File: config.mk
export PLATFORM = sky130hd
export DESIGN_NAME = uart_transmitter
export DESIGN_NICKNAME = d
export VERILOG_FILES = /design/src/rtl/uart_transmitter.sv
export SDC_FILE = /design/constraint.sdc
export NUM_CORES = 1
export LEC_CHECK = 0
export ABC_AREA = 1
export ABC_CLOCK_PERIOD_IN_PS = 3610
export CELL_PAD_IN_SITES_DETAIL_PLACEMENT = 0
export CELL_PAD_IN_SITES_GLOBAL_PLACEMENT = 2
export CORE_ASPECT_RATIO = 1.2
export CORE_MARGIN = 2
export CORE_UTILIZATION = 36
export CTS_BUF_LIST = sky130_fd_sc_hd__clkbuf_16
export DETAILED_ROUTE_END_ITERATION = 10
export PLACE_DENSITY = 0.82
export SYNTH_ARGS = -nofsm -noshare
export SYNTH_HDL_FRONTEND = slang
export SYNTH_SLANG_ARGS = --single-unit
export TNS_END_PERCENT = 30
File: constraint.sdc
create_clock -name clk -period 3.61 [get_ports clk]
set_clock_uncertainty 0.2 [all_clocks]
set_input_delay 0.361 -clock clk [delete_from_list [all_inputs] [get_ports clk]]
set_output_delay 0.361 -clock clk [all_outputs]
set_load 0.005 [all_outputs]
File: src/rtl/uart_transmitter.sv
// 8N1 UART transmitter timed by the shared oversample enable (OSR ticks per bit).
// Define UART_TX_FIFO_EN for a FIFO_DEPTH-entry input FIFO; otherwise a single holding register.
module uart_transmitter #(
  parameter int OSR        = 16,
  parameter int FIFO_DEPTH = 4
) (
  input  logic       clk,
  input  logic       rst,
  input  logic       clken,
  input  logic       wr_en,
  input  logic [7:0] din,
  output logic       tx,
  output logic       busy,
  output logic       full
);

  localparam int CNT_W = (OSR > 1) ? $clog2(OSR) : 1;

  typedef enum logic [1:0] {
    IDLE  = 2'b00,
    START = 2'b01,
    DATA  = 2'b10,
    STOP  = 2'b11
  } state_e;

  if (OSR < 2) begin : g_bad_osr
    $error("uart_transmitter: OSR must be at least 2");
  end
  if (FIFO_DEPTH < 2 || (FIFO_DEPTH & (FIFO_DEPTH - 1)) != 0) begin : g_bad_depth
    $error("uart_transmitter: FIFO_DEPTH must be a power of two, at least 2");
  end

  state_e           state_q;
  logic [CNT_W-1:0] tick_q;
  logic [2:0]       bit_q;
  logic [7:0]       shift_q;
  logic             tx_q;

  logic             buf_empty;
  logic [7:0]       buf_head;
  logic             push;
  logic             pop;
  logic             last_tick;

  // full comes from registers only, so a write while full is dropped even on a popping edge.
  assign push      = wr_en && !full;
  assign pop       = (state_q == IDLE) && !buf_empty;
  assign last_tick = clken && (tick_q == CNT_W'(OSR - 1));

`ifdef UART_TX_FIFO_EN
  localparam int PTR_W = $clog2(FIFO_DEPTH);

  logic [7:0]       mem_q [FIFO_DEPTH];
  logic [PTR_W-1:0] wr_ptr_q;
  logic [PTR_W-1:0] rd_ptr_q;
  logic [PTR_W:0]   count_q;

  // NOTE: the storage array has no reset; count_q alone says which entries are live.
  always_ff @(posedge clk) begin
    if (push) begin
      mem_q[wr_ptr_q] <= din;
    end
  end

  always_ff @(posedge clk or negedge rst) begin
    if (!rst) begin
      wr_ptr_q <= '0;
      rd_ptr_q <= '0;
      count_q  <= '0;
    end else begin
      if (push) begin
        wr_ptr_q <= wr_ptr_q + 1'b1;
      end
      if (pop) begin
        rd_ptr_q <= rd_ptr_q + 1'b1;
      end
      if (push && !pop) begin
        count_q <= count_q + 1'b1;
      end else if (pop && !push) begin
        count_q <= count_q - 1'b1;
      end
    end
  end

  assign buf_empty = (count_q == '0);
  assign buf_head  = mem_q[rd_ptr_q];
  assign full      = (count_q == (PTR_W + 1)'(FIFO_DEPTH));
`else
  logic [7:0] hold_q;
  logic       valid_q;

  // push requires !valid_q and pop requires valid_q, so they never coincide.
  always_ff @(posedge clk or negedge rst) begin
    if (!rst) begin
      hold_q  <= '0;
      valid_q <= 1'b0;
    end else if (push) begin
      hold_q  <= din;
      valid_q <= 1'b1;
    end else if (pop) begin
      valid_q <= 1'b0;
    end
  end

  assign buf_empty = !valid_q;
  assign buf_head  = hold_q;
  assign full      = valid_q;
`endif

  // NOTE: tx_q is loaded with the level of the state being entered, so tx never glitches.
  always_ff @(posedge clk or negedge rst) begin
    if (!rst) begin
      state_q <= IDLE;
      tick_q  <= '0;
      bit_q   <= '0;
      shift_q <= '0;
      tx_q    <= 1'b1;
    end else begin
      case (state_q)
        IDLE: begin
          tx_q <= 1'b1;
          if (pop) begin
            shift_q <= buf_head;
            tick_q  <= '0;
            bit_q   <= '0;
            tx_q    <= 1'b0;
            state_q <= START;
          end
        end
        START: begin
          if (last_tick) begin
            tick_q  <= '0;
            tx_q    <= shift_q[0];
            state_q <= DATA;
          end else if (clken) begin
            tick_q <= tick_q + 1'b1;
          end
        end
        DATA: begin
          if (last_tick) begin
            tick_q <= '0;
            if (bit_q == 3'd7) begin
              tx_q    <= 1'b1;
              state_q <= STOP;
            end else begin
              shift_q <= {1'b0, shift_q[7:1]};
              tx_q    <= shift_q[1];
              bit_q   <= bit_q + 3'd1;
            end
          end else if (clken) begin
            tick_q <= tick_q + 1'b1;
          end
        end
        STOP: begin
          tx_q <= 1'b1;
          if (last_tick) begin
            tick_q  <= '0;
            state_q <= IDLE;
          end else if (clken) begin
            tick_q <= tick_q + 1'b1;
          end
        end
        default: begin
          tick_q  <= '0;
          tx_q    <= 1'b1;
          state_q <= IDLE;
        end
      endcase
    end
  end

  assign tx   = tx_q;
  assign busy = (state_q != IDLE) || !buf_empty;

endmodule

Yosys cells after proc, flatten, opt, wreduce, memory -nomap -nowiden --
Cells that the tools add are included. W data, S select, Z words.
Word-level totals: output and inout port bits 3, flip-flop bits (word level) 27, word-level logic and storage cells 60, bits of input ports 12
Operators by class: equality and inequality tests 12, add/subtract/negate cells 2, reduce and logical (&&, ||, !) cells 14, multiplexer cells 25
Operators by type and width (number):
- $mux W8 | 3
- $pmux W8 S2 | 1
- $mux W4 | 3
- $ne A2 B2 Y1 const B | 6
- $mux W2 | 5
- $mux W3 | 3
- $pmux W2 S4 | 1
- $pmux W4 S2 | 1
- $mux W1 | 6
- $pmux W3 S2 | 1
- $reduce_bool A2 Y1 | 3
- $reduce_and A5 Y1 | 1
- $add A4 B1 Y4 const B | 1
- $eq A2 B2 Y1 const B | 2
- $eq A4 B4 Y1 const B | 1
- $pmux W1 S4 | 1
- $reduce_and A2 Y1 | 2
- $reduce_and A4 Y1 | 1
- $add A3 B1 Y3 const B | 1
- $eq A3 B3 Y1 const B | 1
- $logic_and A1 B1 Y1 | 3
- $ne A3 B1 Y1 const B | 1
- $reduce_or A3 Y1 | 1
- $eq A2 B1 Y1 const B | 1
- 3 further kinds | 3

Longest topological paths before layout --
Gate-level depths: netlist of run 1.
word-level depth 4, depth in mapped cells 9, mapped depth without buffers 8

Worst setup path after synthesis of run 1 --
Ideal clock, no wire load.
path type reg2reg, start reg state_q[0], end reg shift_q[7], arrival time 1.260 ns, path buffers 1, cell stages (with the launch flop) 10, clock period less this slack 1.576 ns, data required time 3.294 ns, library setup time 0.116 ns, setup slack 2.034 ns, path through dfrtp_1 inv_1 ha_1 inv_2 nor2_4 nor2_2 nand3_2 buf_6 nand2_2 nand2_2
On the way: longest elaborated chain between the ends 4, elaborated cells on any way between the ends 9, classes of those cells eq/ne (4); mux (1); reduce/logical (4)
RTL lines:
- start, declared | RTL line 33 | state_e state_q;
- start signal, assigned | RTL line 113 | state_q <= IDLE;
- start signal, assigned | RTL line 127 | state_q <= START;
- start signal, assigned | RTL line 134 | state_q <= DATA;
- $logic_not A2 Y1 | RTL line 47, 119
- $logic_and A1 B1 Y1 | RTL line 47 | assign pop = (state_q == IDLE) && !buf_empty;
- $ne A2 B2 Y1 (no line)
- $reduce_and A4 Y1 (no line)
- end signal, assigned | RTL line 123 | shift_q <= buf_head;
- end signal, assigned | RTL line 146 | shift_q <= {1'b0, shift_q[7:1]};
- end, declared | RTL line 36 | logic [7:0] shift_q;
Parallel ways exist; a longest one is shown, timed or not. A chain may end at the register's enable or synchronous reset.

Final worst setup path of run 1 --
start reg state_q[0], end reg shift_q[2]
The elaborated chain is that of the path after synthesis.

==> summary by stage, run 1 <==
Run status
The flow ran to the end, and the final reports show no timing, DRC or antenna violations.

Worst setup path
The data required time of the worst path is 3.57 ns. Traced cell by cell, the critical path runs through inv_1 -> ha_1 -> nor2_1 -> nor2_2 -> nand3_2 -> nand2_1 -> nand2_1. The number of buffers and inverters on the critical path is 1. The largest single stage delay on the critical path is 0.54 ns.

The largest fanout of any net on the critical path is 17. The arrival time at the worst endpoint is 2.47 ns. The most prevalent standard cell on the critical path is nand2_1. The library cell contributing the largest single delay on the critical path is ha_1. STA classifies the critical path startpoint as a register. The cell family contributing the most delay on the critical path is simple AND/OR/NAND/NOR gates. The classification of the worst setup path is register to register. The category of the worst setup path capture point is a register.

STA
The peak clock frequency supported by timing is 0.397 GHz. The final worst slack is 1.09 ns. Setup repair after global routing left no endpoint under its margin. The post-layout minimum cycle time is 2.52 ns. The portion of the clock cycle consumed by the worst path in the final layout is 0.697.

The total count of max-transition violations in the final report is 0. The worst-case hold slack is 0.267 ns. Setup violations remaining at the end of the flow were counted as 0. In this run the tightest slew margin relative to its limit is 0.606. The slew at the pin closest to its max-slew limit is 0.591 ns. The number of endpoints with negative hold slack in the final report came to 0. After routing, the total negative slack on setup checks comes to 0 ns.

Floorplanning
15 I/O pins were placed. The die covers 4480 µm². The standard-cell row count is 25. The floorplan step set the die width to 61.4 µm. Measured along the y axis, the die boundary spans 72.9 µm. The initial core utilization is 0.367. The region available for standard cell placement spans 3880 µm².

Placed design
The detailed placement HPWL is 2160 µm. Routability-driven placement finished with a final weighted congestion of 0.744. The number of port buffers is 14. Before CTS, the worst setup slack after placement is 1.11 ns.

Clock tree
Clock-pin slew was measured on the worst setup and hold paths at 0.07 ns. Post-CTS timing repair inserted 0 buffers for setup. TritonCTS built the clock tree. In this run the number of H-tree levels came out at 1. The number of sinks on the clock net is 27. The number of buffers inserted for hold repair after clock tree synthesis is 0. The later-pin clock latency in the skew report is 0.26 ns.

The number of clock buffers added by TritonCTS is 3. In this run the clock root is driven by a clkbuf_16. The clock passes through at most 2 buffers.

The number of cells upsized or downsized after cts is 0.

Final layout
The final-stage net count is 197. The growth of design area from synthesis to finish is 17.3%. The share of final-layout standard cells stronger than drive strength 1 is 0.158. The top cell types in the final layout, fill and taps aside, are 39 x nand2_1, 26 x dfrtp_1, 14 x inv_1, 14 x nand2_2, 14 x clkdlybuf4s50_1. 0 antenna diodes ended up in the layout.

The final core utilization is 0.431. The total area of sequential cells is 677 µm². The layout filler cell count is 430. The multi-input combinational cell area is 648 µm². The library cell used most frequently in the layout, excluding fill and tap cells, is nand2_1.

Global routing
The number of antenna violations at the first check in global routing is 0. The maximum number of pins on one net before global-route repair is 28. The total overflow left after global routing is 0. Across every metal layer, demand over resource in global routing totals 0.151. The number of global-route vias before repair is 1,141.

The first global-routing pass estimated 5020 µm of wire.

Logic synthesis
The synthesized design spends more area on one cell type than any other, namely dfrtp_1. The top cell type's share of synthesized area is 0.457. After synthesis, the netlist uses 24 different library cells.

The post-synthesis cell area is 1430 µm². Synthesis inferred 27 register bits. Sorting the synthesized cells by area gives the leading types as dfrtp_1 46%, nand2_1 10%, ha_1 6.1%. The mean area per synthesized cell is 8.69 µm². After technology mapping, the gate count stands at 164. The post-synthesis sequential area ratio is 0.475.

The number of nets produced by synthesis is 183. Yosys printed 0 warnings.

Detailed routing
For this run, the detailed router's first-pass iteration total came to 4. In this run the remaining antenna-violating nets after routing total 0. The overall via count from detail_route is 1,109.

For this block, the routed nets add up to 2830 µm of wire. In the routed design, unresolved DRC markers number 0. The iteration-0 DRC count of the detailed router is 35.

The average detailed-routed wire length per instance is 12.3 µm. Dividing the detail-routed via count by the number of cells gives 4.80.

Pwr
The leakage power figure is 0.000816 µW. The power density over the cells is 903 nW/µm². VDD sags by at most 0.000338 V.

Run
The number of violations of the max-capacitance limit is 0.

Worst hold path
The type of the tightest min-delay check is input port to asynchronous set/reset pin.
-- kinds of logic after synthesis --
group | synth area share
xor+xnor | 0.00615
buf+inv | 0.0702
flops | 0.475
simple gates | 0.291
compound gates | 0.0729
fa+ha+maj | 0.0615
mux | 0.0237
-- through the flow --
step                      instance area (µm²)  instances  power, µW
after floorplan                          1430        164       1120
after global routing                     1670        231       1670
after detailed placement                 1590        227       1270
after CTS                                1670        231       1530
after global placement                   1590        227       1250
final                                    1670        231       1510
-- sequential cells by signal, summed over array words and instances, names as in the netlist --
name      cells
bit_q         3
buf_head      8
full          1
shift_q       8
state_q       2
tick_q        4
tx            1
-- per-layer routing --
metal	vias to the layer above	track usage	part of all wire
met2	20	0.272	0.52
li1	561	-	-
met5	-	0	0
met3	5	0.0319	0.032
met1	523	0.178	0.43
met4	0	0.0426	0.012
-- synth_stat cells --
library cell  instances
inv_1                13
o21ai_1               2
nand2_2              14
buf_4                 2
buf_6                 2
dfstp_2               1
xor2_1                1
nand3_2               1
nand3_1               4
buf_2                 2
ha_1                  7
nor2_4                1
nor2_1               12
mux2_2                3
nor2_2                2
dfrtp_1              26
nor3_1                1
o21ai_0               8
nand2_1              39
nand3b_1              1
o21ai_2               1
nand4_1              11
inv_2                 1
a21oi_1               9
-- path summary, 6_finish.rpt --
kind                                  from         end  slack (ns)  cells past startpoint
min in group clk                shift_q[7]  shift_q[7]        0.29                      2
worst min-delay path                   rst   tick_q[1]        0.27                      2
worst max register to register  state_q[0]  shift_q[2]        1.09                      7
max in group asynchronous              rst          tx        2.65                      2
worst min register to register  shift_q[7]  shift_q[7]        0.29                      2
worst max-delay path            state_q[0]  shift_q[2]        1.09                      7
-- where the power goes --
group          internal [µW]  switching (µW)  total, µW
combinational            274             433        706
sequential               452            94.8        547
clock                    149             108        256
-- layout make-up --
class                      instances  share of cell area
timing repair buffer              15              0.0883
clock buffer                       3              0.0449
inverter                          14              0.0314
clock inverter                     1             0.00225
tap                               54              0.0404
multi-input combinational        117               0.388
sequential                        27               0.405
No activity file was read; power rests on OpenSTA's default activity.
==> run 2, diff against run 1 <==
Settings changed: ABC_CLOCK_PERIOD_IN_PS 3610 to 2350, CORE_UTILIZATION 36 to 34, PLACE_DENSITY 0.82 to 0.78.
Clock period 3.61 ns to 2.35 ns, I/O delays scaled along.
==> run 2 against run 1 <==
Global-route usage is 1.8 points lower; hold slack got worse by 0.12 ns; wire length is 2.0% lower; sequential power increased by 53%; sequential cell count did not move; first-iteration DRC count increased by 34%; die area increased by 5.5%; total power grew 56%; sequential share of layout area decreased by 0.57 points; combinational power grew 60%; final cell count increased by 1.3%; largest cell class unchanged; highest routed layer unchanged.
==> summary by stage, run 2 (same netlist as run 1, synthesis figures left out) <==
Run status
The flow ran to the end, and the final reports show no timing, DRC or antenna violations.

Placed design
The final RePlAce weighted congestion came to 0.729 (-2.0%). The number of port buffers is 14 (unchanged). The detailed placement HPWL is 2120 µm (-1.4%).

The placed cell count is 230 (+1.3%).

Final layout
Compared with the post-synthesis result, the final layout area differs by 19.0%. The diode insertion count for antenna repair is 0 (unchanged). The post-route non-filler standard cell count is 234 (+1.3%).

The final-stage net count came to 200 (+1.5%). The share of final-layout standard cells stronger than drive strength 1 is 0.178 (+0.0196). In the layout the commonest cells are 39 x nand2_1, 26 x dfrtp_1, 14 x nand2_2, 14 x clkdlybuf4s50_1, 13 x inv_1. The commonest non-fill, non-tap cell in the layout is nand2_1.

Floorplanning
The initial core utilization is 0.359 (-0.00868). The full die area came to 4730 µm² (+5.5%). The height of the die is 74.9 µm (+2.7%). The core footprint is 3970 µm² (+2.4%). The standard-cell row count is 25 (unchanged).

The top-level port count is 15 (unchanged). The x dimension of the die is 63.1 µm (+2.7%).

STA
The number of endpoints with negative hold slack in the final report is 0 (unchanged). The total count of max-transition violations in the final report was 0 (unchanged). The headroom to the max-slew limit came to 0.757 (+0.150).

Dividing the final minimum period by the clock period gives 0.897. The slew at the pin closest to its max-slew limit came to 0.365 ns (-0.226 ns). The peak clock frequency supported by timing is 0.475 GHz. The post-layout minimum cycle time is 2.11 ns. The setup TNS is 0 ns (unchanged). Setup repair after global routing left no endpoint under its margin.

The count of final setup violators came to 0 (unchanged).

Detailed routing
The average detailed-routed wire length per instance is 11.9 µm (-3.2%). The per-cell via count in the routed design was 4.68 (-2.4%). The post-route DRC violation count was 0 (unchanged). The aggregate routed wire length was 2780 µm (-2.0%). The iteration-0 DRC count of the detailed router is 47 (+34%). The number of detailed-route iterations in the first pass is 4 (unchanged). The overall via count from detail_route is 1,096 (-1.2%). The number of antenna-violating nets in the routed design came to 0 (unchanged).

Clock tree
The tree is rooted in a clkbuf_16. The maximum buffer depth of the clock tree was 2 (unchanged). The number of cells upsized or downsized after cts is 0 (unchanged). The number of buffers inserted for hold repair after clock tree synthesis is 0 (unchanged). The post-CTS clock slew at the launch and capture registers of the worst setup and hold paths was 0.07 ns (about the same).

The number of buffers added by the clock tree synthesis step is 3 (unchanged). The number of levels in the clock H-tree is 1 (unchanged). The CTS tree is yes. The number of sinks on the clock net is 27 (unchanged). The later-pin clock latency in the skew report is 0.26 ns (about the same). The post-CTS setup-driven buffer insertion count is 0 (unchanged).

Global routing
The maximum number of pins on one net before global-route repair is 28 (unchanged). The first-pass GRT wire length is 5010 µm (-0.28%). The global-route usage over all layers is 0.134 (-0.0179). The leftover overflow at the end of global routing is 0 (unchanged). The number of global-route vias before repair was 1,092 (-4.3%). The number of antenna violations at the first check in global routing is 0 (unchanged).

Worst setup path
The largest fanout of any net on the critical path is 6 (-11). The signal on the critical path passes through inv_1 -> ha_1 -> nand2_1 -> clkdlybuf4s50_1. STA classifies the critical path startpoint as a register. The slowest stage of the critical path belongs to the cell clkdlybuf4s50_1.

The category of the worst setup path capture point is a primary output. The largest incremental delay on the critical path is 0.51 ns (-0.03 ns). The data required time of the worst path came to 1.91 ns (-1.66 ns). The classification of the worst setup path is register to primary output. The arrival time at the worst endpoint is 1.67 ns (-0.80 ns).

Pwr
The power density over the cells is 1390 nW/µm² (+53%). The largest voltage drop on the vdd net is 0.000448 V (+33%). The leakage power figure is 0.000829 µW (+1.6%).

Run
The number of violations of the max-capacitance limit is 0 (unchanged).

Worst hold path
The type of the tightest min-delay check is input port to asynchronous set/reset pin.
## run 2: cell types whose count changed in the layout (fill, tap and decap cells not counted), sizes merged
cell	previous run	this run
buf	1	4
clkinv	0	1
inv	15	14
## run 2: worst paths after layout
kind / from / to / slack (ns) / cells past startpoint
worst max-delay path: state_q[0] / busy / 0.24 / 4
min in group clk: shift_q[2] / shift_q[2] / 0.28 / 2
max in group asynchronous: rst / tx / 1.49 / 2
worst max register to register: state_q[0] / bit_q[1] / 0.44 / 7
worst min-delay path: rst / tick_q[0] / 0.15 / 2
worst min register to register: shift_q[2] / shift_q[2] / 0.28 / 2
## run 2: where the power goes
part / internal, µW / switching [µW] / leakage [µW]
Clock: 229 / 154 / 0.0000409
Combinational: 457 / 673 / 0.000460
Sequential: 695 / 141 / 0.000328
## run 2: metal layers
metal / GRT usage / routed length [µm] / part of all wire
met1: 0.156 / 1220 / 0.44
met2: 0.261 / 1480 / 0.53
met3: 0.0194 / 59 / 0.021
met4: 0.0296 / 12 / 0.0043
met5: 0 / 0 / 0
## run 2: area by class of cell
type / instances / area, µm²
clock inverter: 1 / 5.00
clock buffer: 3 / 75.1
fill: 399 / 2280
tap: 54 / 67.6
timing repair buffer: 18 / 170
inverter: 14 / 52.6
multi-input combinational: 117 / 648
sequential: 27 / 677
## run 2: stage by stage
stage | cell area (µm²) | total power (µW) | setup slack [ns] | utilization | hold WS [ns]
after floorplan | 1430 | 1730 | 0.774 | - | -0.261
after detailed placement | 1620 | 2000 | 0.429 | 0.407 | 0.259
final | 1700 | 2350 | 0.243 | 0.427 | 0.146
after CTS | 1700 | 2390 | 0.205 | 0.427 | 0.153
after global placement | 1620 | 1980 | 0.476 | 0.407 | 0.265
after global routing | 1700 | 2600 | 0.142 | 0.427 | 0.176
## run 2: critical path, delay by kind of cell (launching register included)
| kind | cells | cell delay (ns) |
|---|---|---|
| adder cells (fa/ha/maj) | 1 | 0.29 |
| buffers and inverters | 2 | 0.59 |
| flip-flops | 1 | 0.39 |
| AND/OR/NAND/NOR | 1 | 0.15 |
